## src/rtl/result_unloader_if.sv

```systemverilog
// Core/host handshake bundle for result_unloader. The master modport is the
// unloader side; the slave modport is the core/host side.
interface result_unloader_if;
  logic               ena;
  logic signed [31:0] result;
  logic               result_valid;
  logic               out_ack;
  logic        [7:0]  out_pins;
  logic               out_valid;
  logic               out_last;
  logic               unload_busy;
  logic               overrun;

  modport master (
    input  ena, result, result_valid, out_ack,
    output out_pins, out_valid, out_last, unload_busy, overrun
  );

  modport slave (
    output ena, result, result_valid, out_ack,
    input  out_pins, out_valid, out_last, unload_busy, overrun
  );
endinterface

```

## src/rtl/result_unloader.sv

```systemverilog
// Serialises a 32-bit core result into little-endian bytes over a valid/ack
// handshake. Define UNLOAD_CHECKSUM_EN to append an XOR checksum byte.
module result_unloader #(
  parameter logic [7:0] IDLE_BYTE = 8'h00
) (
  input  logic               clk,
  input  logic               rst,
  result_unloader_if.master  bus
);

  typedef enum logic [1:0] {
    IDLE = 2'd0,
    SEND = 2'd1,
    DONE = 2'd2
  } state_e;

`ifdef UNLOAD_CHECKSUM_EN
  localparam logic [2:0] LAST_IDX = 3'd4;
`else
  localparam logic [2:0] LAST_IDX = 3'd3;
`endif

  state_e      state_q, state_d;
  logic [2:0]  cnt_q, cnt_d;
  logic [2:0]  cnt_inc;
  logic [31:0] shadow_q, shadow_d;
  logic [7:0]  pins_q, pins_d;
  logic        valid_q, valid_d;
  logic        last_q, last_d;
  logic        busy_q, busy_d;
  logic        overrun_q, overrun_d;

  function automatic logic [7:0] byte_at(input logic [31:0] s, input logic [2:0] idx);
    logic [7:0] b;
    unique case (idx)
      3'd0:    b = s[7:0];
      3'd1:    b = s[15:8];
      3'd2:    b = s[23:16];
      3'd3:    b = s[31:24];
`ifdef UNLOAD_CHECKSUM_EN
      3'd4:    b = s[7:0] ^ s[15:8] ^ s[23:16] ^ s[31:24];
`endif
      default: b = IDLE_BYTE;
    endcase
    return b;
  endfunction

  always_comb begin
    // NOTE: every _d starts as its _q so no path leaves a variable unassigned,
    // which would otherwise infer a latch; it also makes ena=0 a plain hold.
    state_d   = state_q;
    cnt_d     = cnt_q;
    shadow_d  = shadow_q;
    pins_d    = pins_q;
    valid_d   = valid_q;
    last_d    = last_q;
    busy_d    = busy_q;
    overrun_d = overrun_q;
    cnt_inc   = cnt_q + 3'd1;

    if (bus.ena) begin
      unique case (state_q)
        IDLE: begin
          if (bus.result_valid) begin
            shadow_d  = bus.result;
            cnt_d     = 3'd0;
            overrun_d = 1'b0;
            pins_d    = bus.result[7:0];
            valid_d   = 1'b1;
            last_d    = 1'b0;
            busy_d    = 1'b1;
            state_d   = SEND;
          end
        end

        SEND: begin
          // A new result cannot be taken mid-frame; it is dropped and flagged.
          if (bus.result_valid) overrun_d = 1'b1;
          if (valid_q && bus.out_ack) begin
            if (cnt_q == LAST_IDX) begin
              pins_d  = IDLE_BYTE;
              valid_d = 1'b0;
              last_d  = 1'b0;
              state_d = DONE;
            end else begin
              cnt_d  = cnt_inc;
              pins_d = byte_at(shadow_q, cnt_inc);
              last_d = (cnt_inc == LAST_IDX);
            end
          end
        end

        DONE: begin
          if (bus.result_valid) overrun_d = 1'b1;
          busy_d  = 1'b0;
          state_d = IDLE;
        end

        default: begin
          pins_d  = IDLE_BYTE;
          valid_d = 1'b0;
          last_d  = 1'b0;
          busy_d  = 1'b0;
          state_d = IDLE;
        end
      endcase
    end
  end

  always_ff @(posedge clk) begin
    // NOTE: sequential state uses non-blocking assignments so every register
    // samples the pre-edge values regardless of statement order.
    if (rst) begin
      state_q   <= IDLE;
      cnt_q     <= 3'd0;
      shadow_q  <= 32'd0;
      pins_q    <= IDLE_BYTE;
      valid_q   <= 1'b0;
      last_q    <= 1'b0;
      busy_q    <= 1'b0;
      overrun_q <= 1'b0;
    end else begin
      state_q   <= state_d;
      cnt_q     <= cnt_d;
      shadow_q  <= shadow_d;
      pins_q    <= pins_d;
      valid_q   <= valid_d;
      last_q    <= last_d;
      busy_q    <= busy_d;
      overrun_q <= overrun_d;
    end
  end

  assign bus.out_pins    = pins_q;
  assign bus.out_valid   = valid_q;
  assign bus.out_last    = last_q;
  assign bus.unload_busy = busy_q;
  assign bus.overrun     = overrun_q;

endmodule

```

## src/flat_wrapper.sv

```systemverilog
// flat-port wrapper written by rule: the top's interface ports become plain ports
module result_unloader_flat 
#(
  parameter logic [7:0] IDLE_BYTE = 8'h00
)
  (clk, rst, bus_ena, bus_result, bus_result_valid, bus_out_ack, bus_out_pins, bus_out_valid, bus_out_last, bus_unload_busy, bus_overrun);
  result_unloader_if bus_i ();
  input  logic clk;
  input  logic rst;
  input wire logic [$bits(bus_i.ena)-1:0] bus_ena;
  input wire logic [$bits(bus_i.result)-1:0] bus_result;
  input wire logic [$bits(bus_i.result_valid)-1:0] bus_result_valid;
  input wire logic [$bits(bus_i.out_ack)-1:0] bus_out_ack;
  output wire logic [$bits(bus_i.out_pins)-1:0] bus_out_pins;
  output wire logic [$bits(bus_i.out_valid)-1:0] bus_out_valid;
  output wire logic [$bits(bus_i.out_last)-1:0] bus_out_last;
  output wire logic [$bits(bus_i.unload_busy)-1:0] bus_unload_busy;
  output wire logic [$bits(bus_i.overrun)-1:0] bus_overrun;
  assign bus_i.ena = bus_ena;
  assign bus_i.result = bus_result;
  assign bus_i.result_valid = bus_result_valid;
  assign bus_i.out_ack = bus_out_ack;
  assign bus_out_pins = bus_i.out_pins;
  assign bus_out_valid = bus_i.out_valid;
  assign bus_out_last = bus_i.out_last;
  assign bus_unload_busy = bus_i.unload_busy;
  assign bus_overrun = bus_i.overrun;
  result_unloader #(.IDLE_BYTE(IDLE_BYTE)) u_core (.clk(clk), .rst(rst), .bus(bus_i));
endmodule
```

## config.mk

```make
export PLATFORM = sky130hd
export DESIGN_NAME = result_unloader_flat
export DESIGN_NICKNAME = d
export VERILOG_FILES = /design/src/rtl/result_unloader_if.sv /design/src/rtl/result_unloader.sv /design/src/flat_wrapper.sv
export SDC_FILE = /design/constraint.sdc
export NUM_CORES = 1
export LEC_CHECK = 0
export CAP_MARGIN = 25
export CORE_ASPECT_RATIO = 1.5
export CORE_MARGIN = 5
export CORE_UTILIZATION = 45
export CTS_CLUSTER_DIAMETER = 40
export DETAILED_ROUTE_END_ITERATION = 12
export PLACE_DENSITY_LB_ADDON = 0.08
export SYNTH_ARGS = -nofsm -noshare
export SYNTH_HDL_FRONTEND = slang
export SYNTH_SLANG_ARGS = --single-unit
```

## constraint.sdc

```tcl
create_clock -name clk -period 1.7 [get_ports clk]
set_input_delay 0.34 -clock clk [delete_from_list [all_inputs] [get_ports clk]]
set_output_delay 0.34 -clock clk [all_outputs]
set_load 0.03 [all_outputs]
```

==> results of run 1 <==
[repair_timing]
action                     CTS  global route
setup endpoints to repair    9            14
pin swaps                    0             5
hold endpoints to repair     0             0
buffers inserted             0             1
resized for setup            5            20
[metal layers]
layer / track usage (%) / routed length (µm) / part of all wire (%)
met1: 21.7 / 2350 / 42
met2: 32.5 / 2920 / 52
met3: 3.77 / 287 / 5.1
met4: 5.41 / 93 / 1.6
met5: 0 / 0 / 0
[cells in the mapped netlist (all sizes together), types with 2 or more instances]
cell,number
nand2,74
dfxtp,49
a21oi,37
a22oi,25
clkbuf,15
ha,9
o2bb2ai,8
inv,6
buf,5
nand3,4
nor2,4
o21ai,3
a31oi,2
and3,2
nand2b,2
o31ai,2
or3,2
[final timing paths]
check,startpoint,end,cells past startpoint
min,u_core.shadow_q[29],u_core.shadow_q[29],2
min reg2reg,u_core.shadow_q[29],u_core.shadow_q[29],2
max reg2reg,u_core.cnt_q[0],u_core.bus.out_pins[3],6
max,u_core.cnt_q[0],u_core.bus.out_pins[3],6
[registers in the layout, summed over array words and instances (netlist names)]
signal and flops:
u_core.bus.out_last 1, u_core.bus.unload_busy 1, u_core.bus.out_pins 8, u_core.shadow_q 32
u_core.state_q 2, u_core.bus.overrun 1, u_core.cnt_q 3, u_core.bus.out_valid 1
[critical path, stage by stage (launching register included)]
cell and delay, ns:
dfxtp_4 0.39, inv_4 0.04, ha_4 0.14, or4_1 0.52, and3_4 0.21, a22oi_2 0.17
o2bb2ai_2 0.08
[kinds of logic (layout without fill, tap and decap cells)]
logic type,Yosys count,after routing,synth area share (%)
fa+ha+maj,9,9,5.14
simple gates,96,96,18.8
compound gates,82,82,26.0
flops,49,49,44.8
buf+inv,26,83,5.26
[metrics by stage]
| step | cell area, µm² | util [%] | setup slack, ns | TNS (ns) |
|---|---|---|---|---|
| 6_report | 3080 | 64.5 | 0.0252 | 0 |
| 5_1_grt | 3080 | 64.5 | -0.0290 | -0.0958 |
| 4_1_cts | 2990 | 62.6 | 0.0139 | 0 |
| 3_5_place_dp | 2880 | 60.3 | -0.193 | -1.86 |
| 3_3_place_gp | 2880 | 60.3 | -0.134 | -1.26 |
| 2_1_floorplan | 2220 | - | -0.0498 | -0.337 |
[power breakdown]
| part | internal, mW | switching (mW) | leakage [nW] |
|---|---|---|---|
| clock network | 0.369 | 0.369 | 0.0522 |
| registers | 1.21 | 0.0383 | 0.402 |
| logic | 0.248 | 0.255 | 0.804 |
[final cells by class]
class                           count  area share, %
Timing Repair Buffer               70           22.7
Clock inverter                      1          0.163
Clock buffer                        6           3.05
Inverter                            6          0.813
Multi-Input combinational cell    187           38.4
Tap cell                           66           2.68
Sequential cell                    49           32.2
==> flow_metrics.py, run 1 <==
metrics = {
    "logic_synthesis": {
        "synth_edf_count": 0,
        "netlist_instances": 262,
        "synth-main-ff-cell": "dfxtp_1",
        "syn_area_per_cell_um2": 8.36,
        "yosysTopAreaCell": "dfxtp_1",
        "syn_area_mm2": 0.00219,
        "ys_async_sr_fraction_pct": 0,
        "synth-seq-cells": 49,
        "seq_area_frac_synth_pct": 44.8,
        "synth_area_leaders": "dfxtp_1 45%, nand2_1 13%, a21oi_1 8.5%",
        "synth_top_area_share_pct": 44.8,
        "synth_nets": 308,
        "yosysWarnings": 0,
        "synth_cell_types": 33,
    },
    "sta": {
        "finalCritPeriodShare_pct": 98.5,
        "period_needed_ns": 1.67,
        "setup_viol": 0,
        "rsz0062_at_grt": "true",
        "worst-slew-pin-transition_ns": 0.326,
        "slew_headroom_pct": 78.2,
        "finalHoldViolations": 0,
        "fmax_mhz": 597,
        "timing.hold.ws_ns": 0.458,
        "fin_skew_ns": 0.00730,
        "report.final.slew_viol_count": 0,
    },
    "floorplan": {
        "die_x_um": 67.0,
        "row_count": 31,
        "num_io_pins": 49,
        "initial_utilization_pct": 45.9,
        "die_h_um": 95.4,
        "core_mm2": 0.00477,
        "die_area_mm2": 0.00639,
    },
    "power_and_ir_drop": {
        "power_mw": 2.49,
        "peakVddDrop_v": 0.000476,
        "power_density_mw_per_mm2": 808,
        "leakage_nw": 1.26,
    },
    "layout": {
        "final_common_cell": "nand2_1",
        "syn_to_final_growth_pct": 40.6,
        "fin_nets": 365,
        "drive_gt1_share_pct": 17.9,
        "layout_common_cells": "74 x nand2_1, 46 x dfxtp_1, 40 x clkdlybuf4s50_1",
        "multi_input_area_mm2": 0.00118,
        "n_antenna_cell": 0,
        "register_area_um2": 990,
        "instances_no_fill": 385,
        "fillers": 439,
    },
    "grt": {
        "antenna_found_initial": 0,
        "grt_pass1_vias": 1987,
        "grt-ovfl-total": 0,
        "track_usage_pct": 18.3,
        "grt_pass1_wl_um": 8960,
        "grt_max_degree": 33,
    },
    "outcome": {
        "outcome": "complete, no violations",
    },
    "cts": {
        "cts_buffers": 5,
        "hold_buffers": 0,
        "insertion_delay_ns": 0.30,
        "path_clk_slew_ns": 0.09,
        "cts_tree": "done",
        "cts.htree.levels": 2,
        "cts_root_buffer": "clkbuf_8",
        "cts.sinks": 49,
        "clock_path_buffers": 2,
    },
    "place": {
        "placed_cells": 377,
        "place_congestion": 0.879,
        "port_buffers": 48,
        "place_hpwl_um": 4100,
    },
    "worst_setup_path": {
        "worst-path-max-fanout": 8,
        "end_kind": "flop",
        "critPathKind": "flop to flop",
        "cp-start-kind": "flop",
        "reg2reg_slack_ns": 0.03,
        "crit_required_ns": 1.89,
        "arrival_ns": 1.86,
    },
    "route": {
        "via_count": 2060,
        "wl_per_cell_um": 14.7,
        "viasPerCell": 5.35,
        "first_pass_iters": 4,
        "drc_errors": 0,
        "antenna_left": 0,
        "totalWireLength_um": 5660,
        "drt-initial-drc-count": 166,
    },
    "worst_hold_path": {
        "hold_path.class": "flop to flop",
    },
    "flow_run": {
        "max-cap-violations": 0,
    },
}
No activity file was read; power rests on OpenSTA's default activity.
==> run 2: changes to the inputs <==
--- a/config.mk
+++ b/config.mk
@@ -5,10 +5,11 @@
 export SDC_FILE = /design/constraint.sdc
 export NUM_CORES = 1
 export LEC_CHECK = 0
+export ABC_AREA = 1
 export CAP_MARGIN = 25
 export CORE_ASPECT_RATIO = 1.5
 export CORE_MARGIN = 5
-export CORE_UTILIZATION = 45
+export CORE_UTILIZATION = 46
 export CTS_CLUSTER_DIAMETER = 40
 export DETAILED_ROUTE_END_ITERATION = 12
 export PLACE_DENSITY_LB_ADDON = 0.08
==> run 2 against run 1 <==
Utilization is 0.34 points lower. Via count is 15% higher. Die area is 7.9% higher. First-iteration DRC count is 7.8% higher. Worst hold slack worse by 0.12 ns. Critical endpoint is now u_core.bus.out_pins[2]. Non-clock buffer count is 2 lower. Highest routed layer unchanged. Combinational power is 39% higher. Synthesized cell count is 39% higher. Count of clock-buffer cells in the layout is 1 higher. Fmax is 0.31% lower. Clock power hardly changed.
==> flow_metrics.py, run 2 <==
metrics = {
    "outcome": {
        "outcome": "complete, no violations",
    },
    "cts": {
        "clock_path_buffers": 2,
        "cts_tree": "done",
        "hold_buffers": 0,
        "cts_buffers": 5,
        "cts_root_buffer": "clkbuf_8",
        "path_clk_slew_ns": 0.08,
        "insertion_delay_ns": 0.30,
        "cts.sinks": 49,
        "cts.htree.levels": 2,
    },
    "worst_setup_path": {
        "critPathKind": "flop to flop",
        "cpLargestDelayFamily": "adder cells",
        "critical_path.slowest_cell": "dfxtp_2",
        "cp-start-kind": "flop",
        "cp.depth": 13,
        "worst-path-max-fanout": 7,
        "path_cells": "ha_4 > ha_4 > buf_12 > buf_8 > buf_6 > nand3_2 > nand2_2 > inv_2 > nand2_2 > nand2_1 > nand2_1 > nand2_1 > a21oi_2",
        "crit_buf_inv": 4,
        "crit_top_cell": "nand2_1",
        "r2r.worst_path.cells": 13,
        "slowest_delay_ns": 0.35,
        "arrival_ns": 1.92,
        "end_kind": "flop",
        "crit_required_ns": 1.94,
    },
    "logic_synthesis": {
        "synth_edf_count": 0,
        "syn_area_per_cell_um2": 6.73,
        "synth_top_area_share_pct": 40.2,
        "yosysTopAreaCell": "dfxtp_1",
        "netlist_instances": 363,
        "synth-seq-cells": 49,
        "synth_xor_area_share_pct": 0,
        "syn_area_mm2": 0.00244,
        "yosysWarnings": 0,
        "synthAdderAreaFrac_pct": 4.61,
        "synth_area_leaders": "dfxtp_1 40%, nand2_1 24%, a21oi_1 7.8%",
        "synth-main-ff-cell": "dfxtp_1",
        "yosysMostFrequentCell": "nand2_1",
        "ys_async_sr_fraction_pct": 0,
        "seq_area_frac_synth_pct": 40.2,
        "synth_nets": 409,
        "yosys.area_share.simple_pct": 34.8,
        "synth_mux_area_share_pct": 0,
        "synth_cell_types": 22,
        "synth_top_family_by_area": "simple AND/OR/NAND/NOR gates",
        "synth_compound_area_share_pct": 11.6,
        "yosys-top-cells-count": "154 x nand2_1, 49 x dfxtp_1, 38 x a21oi_1",
    },
    "route": {
        "viasPerCell": 4.87,
        "drc_errors": 0,
        "totalWireLength_um": 5830,
        "first_pass_iters": 4,
        "via_count": 2365,
        "antenna_left": 0,
        "wl_per_cell_um": 12.0,
        "drt-initial-drc-count": 179,
    },
    "layout": {
        "fin_nets": 463,
        "fin_area_mm2": 0.00331,
        "syn_to_final_growth_pct": 35.7,
        "layout_common_cells": "148 x nand2_1, 47 x dfxtp_1, 45 x clkdlybuf4s50_1",
        "drive_gt1_share_pct": 17.7,
        "register_area_um2": 983,
        "largest_reg_flops": 32,
        "n_antenna_cell": 0,
        "max_flop_register": "u_core.shadow_q",
        "fillers": 493,
        "multi_input_area_mm2": 0.00134,
        "final_common_cell": "nand2_1",
    },
    "floorplan": {
        "die_x_um": 69.5,
        "die_h_um": 99.2,
        "initial_utilization_pct": 47.3,
        "row_count": 32,
        "die_area_mm2": 0.00690,
        "num_io_pins": 49,
        "core_mm2": 0.00516,
    },
    "sta": {
        "setup_ws_ns": 0.0200,
        "fmax_mhz": 595,
        "rsz0062_at_grt": "true",
        "period_needed_ns": 1.68,
        "setup_viol": 0,
        "fin_skew_ns": 0.00330,
        "worst-slew-pin-transition_ns": 0.328,
        "report.final.slew_viol_count": 0,
        "finalHoldViolations": 0,
        "finalCritPeriodShare_pct": 98.8,
        "slew_headroom_pct": 78.1,
    },
    "grt": {
        "grt_max_degree": 25,
        "grt-ovfl-total": 0,
        "grt_pass1_vias": 2289,
        "grt_pass1_wl_um": 9850,
        "track_usage_pct": 17.1,
        "antenna_found_initial": 0,
    },
    "place": {
        "place_congestion": 0.841,
        "port_buffers": 48,
        "pre_cts_ws_ns": -0.0594,
        "placed_cell_area_mm2": 0.00308,
        "place_hpwl_um": 4270,
    },
    "power_and_ir_drop": {
        "peakVddDrop_v": 0.000512,
        "leakage_nw": 1.40,
        "power_density_mw_per_mm2": 814,
    },
    "flow_run": {
        "max-cap-violations": 0,
    },
    "worst_hold_path": {
        "hold_path_depth": 4,
        "hold_path.class": "input pin to flop",
    },
}
## run 2: worst reg2reg max path: stages (launching register included)
cell and delay (ns):
dfxtp_2 0.35, ha_4 0.17, ha_4 0.29, buf_12 0.12
buf_8 0.11, buf_6 0.09, nand3_2 0.07, nand2_2 0.08
inv_2 0.04, nand2_2 0.04, nand2_1 0.05, nand2_1 0.06
nand2_1 0.05, a21oi_2 0.12
## run 2: what timing repair did
action / CTS / global route
resized for setup: 4 / 35
pin swaps: 0 / 13
setup endpoints to repair: 8 / 13
setup buffers: 0 / 2
## run 2: cells by family (layout without fill, tap and decap cells)
| logic type | count (synthesis) | after routing |
|---|---|---|
| AOI/OAI and AO/OA | 50 | 50 |
| DFF | 49 | 49 |
| adders and majority gates | 9 | 9 |
| buffers and inverters | 50 | 105 |
| and+or+nand+nor | 205 | 205 |
## run 2: area by class of cell
type                            count  share of cell area, %
Tap cell                           68                   2.57
Multi-Input combinational cell    264                   40.4
Clock buffer                        7                   2.91
Clock inverter                      1                  0.151
Timing Repair Buffer               68                   21.0
Sequential cell                    49                   29.7
Inverter                           29                   3.28
## run 2: worst paths after layout
| check | startpoint | to | slack (ns) |
|---|---|---|---|
| setup / recovery | u_core.cnt_q[0] | u_core.bus.out_pins[2] | 0.02 |
| setup reg to reg | u_core.cnt_q[0] | u_core.bus.out_pins[2] | 0.02 |
| hold / removal | rst | u_core.state_q[0] | 0.34 |
| hold reg to reg | u_core.bus.out_last | u_core.bus.out_last | 0.46 |
## run 2: routing by layer
layer / part of all wire [%] / GRT usage (%) / up-vias
li1: - / - / 1246
met1: 42 / 19.0 / 1042
met2: 50 / 31.3 / 62
met3: 4.9 / 3.84 / 15
met4: 2.5 / 6.47 / 0
met5: 0 / 0 / -
## run 2: through the flow
stage                     utilization, %  setup TNS (ns)  hold WS (ns)  total power, mW  std cells
after CTS                           62.1               0         0.340             2.67        484
after floorplan                        -               0         0.446             1.66        363
after global routing                64.2          -0.278         0.383             2.84        486
after global placement              59.7          -0.199         0.450             1.91        476
final                               64.2               0         0.342             2.70        486
after detailed placement            59.7          -0.478         0.455             1.92        476
## run 2: power breakdown
group,leakage [nW],internal [mW],switching [mW],total (mW)
Clock,0.0542,0.368,0.372,0.740
Sequential,0.401,1.22,0.0393,1.26
Combinational,0.950,0.325,0.376,0.701
==> run 3: changes to the inputs <==
--- a/config.mk
+++ b/config.mk
@@ -12,6 +12,7 @@
 export CORE_UTILIZATION = 46
 export CTS_CLUSTER_DIAMETER = 40
 export DETAILED_ROUTE_END_ITERATION = 12
+export GPL_ROUTABILITY_DRIVEN = 0
 export PLACE_DENSITY_LB_ADDON = 0.08
 export SYNTH_ARGS = -nofsm -noshare
 export SYNTH_HDL_FRONTEND = slang
==> results of run 3 <==
The final DEF is identical to that of run 2; final timing and power are the same.
==> RTL change, RTL diff (flow settings as in run 2) <==
Build with the macro `UNLOAD_CHECKSUM_EN` defined.
--- a/src/rtl/result_unloader.sv
+++ b/src/rtl/result_unloader.sv
@@ -1,5 +1,7 @@
 // Serialises a 32-bit core result into little-endian bytes over a valid/ack
 // handshake. Define UNLOAD_CHECKSUM_EN to append an XOR checksum byte.
+`define UNLOAD_CHECKSUM_EN
+
 module result_unloader #(
   parameter logic [7:0] IDLE_BYTE = 8'h00
 ) (
Formal check against the unedited RTL: not equivalent (Yosys sat finds a counterexample within 10 cycles, from zero or initial values and one cycle with rst high).
==> RTL change against run 2 <==
Critical path depth is 12 lower; worst setup slack better by 0.026 ns; sequential share of layout area is 2.9 points lower; area after synthesis is 14% higher; final area is 11% higher; sequential power is 9.5% higher; via count is 13% higher; routed wire length is 17% higher; largest cell class unchanged; sequential cell count stayed put; utilization is 1.4 points lower; clock power is 33% higher; total power is 22% higher; largest power group unchanged; die area is 13% higher.
==> RTL change: results (changes against run 2) <==
stage	metric	value	unit	change
placement	placement.cell_area	0.00343	mm^2	+11%
placement	preCtsSetupSlack	-0.0661	ns	-0.00662 ns
synth	netlist-cell-type-count	27		+23%
synth	postSynthNetCount	448		+9.5%
floorplanning	placementRows	34		+6.3%
worst_setup_path	r2r_start	u_core.cnt_q[1]		
finish	area_growth	31.9	%	
finish	comb.multi_input.count	319		+21%
placement	numPlacedInstances	523		+9.9%
finish	fillers	569		+15%
worst_setup_path	worst_path_max_delay_cell	sky130_fd_sc_hd__clkdlybuf4s50_1		
power	peakVddDrop	0.460	mV	-10%
synth	synthesis.instances	403		+11%
global_routing	gr-usage-all-layers	17.9	%	+0.82 points
power	static-leakage-power	1.79	nW	+27%
run_status	run_status	completed		
worst_setup_path	cpLargestDelayFamily	buffers and inverters		
finish	sequential_cell_area	988	um^2	+0.51%
synth	synth_adder_area_share	3.58	%	-1.0 points
synth	netlist_top_cells_area	sky130_fd_sc_hd__dfxtp_1 (35%), sky130_fd_sc_hd__nand2_1 (16%), sky130_fd_sc_hd__nor2_1 (8.6%)		
worst_setup_path	critPathMaxStageDelay	0.67	ns	+0.32 ns
global_routing	first_global_vias	2610		+14%
finish	multi_input_area_share	46.0	%	+5.5 points
synth	post_synthesis_xor_xnor_area_fraction	9.40	%	+9.4 points
drt	routed_wire_length_per_instance	12.8	um	+6.8%
worst_setup_path	worst_setup_path_startpoint	u_core.bus.out_pins[4]		
synth	yosysSeqAreaShare	35.1	%	-5.1 points
[RTL change: where the power goes]
group	switching (mW)	internal (mW)	total [mW]
logic	0.499	0.421	0.921
registers	0.123	1.26	1.38
clock network	0.401	0.585	0.986
[RTL change: path summary, 6_finish.rpt]
kind              cells past startpoint  slack [ns]                      to
hold reg to reg                       2        0.46      u_core.bus.overrun
hold / removal                        2        0.46      u_core.bus.overrun
setup / recovery                      1        0.05         bus_out_pins[4]
setup reg to reg                     13        0.09  u_core.bus.out_pins[5]
[RTL change: timing repair]
item | 4_1_cts | 5_1_grt
resized for setup | 1 | 28
endpoints found under the setup margin | 1 | 21
setup buffers | 0 | 1
gates cloned | 0 | 2
pin swaps | 0 | 14
[RTL change: per-layer routing]
metal	routed length, um	global-route usage [%]	vias to the layer above	part of all wire [%]
met5	0	0	-	0
met4	153	6.99	0	2.2
met3	373	3.43	14	5.5
met2	3270	29.3	71	48
met1	3050	22.7	1190	44
li1	-	-	1400	-
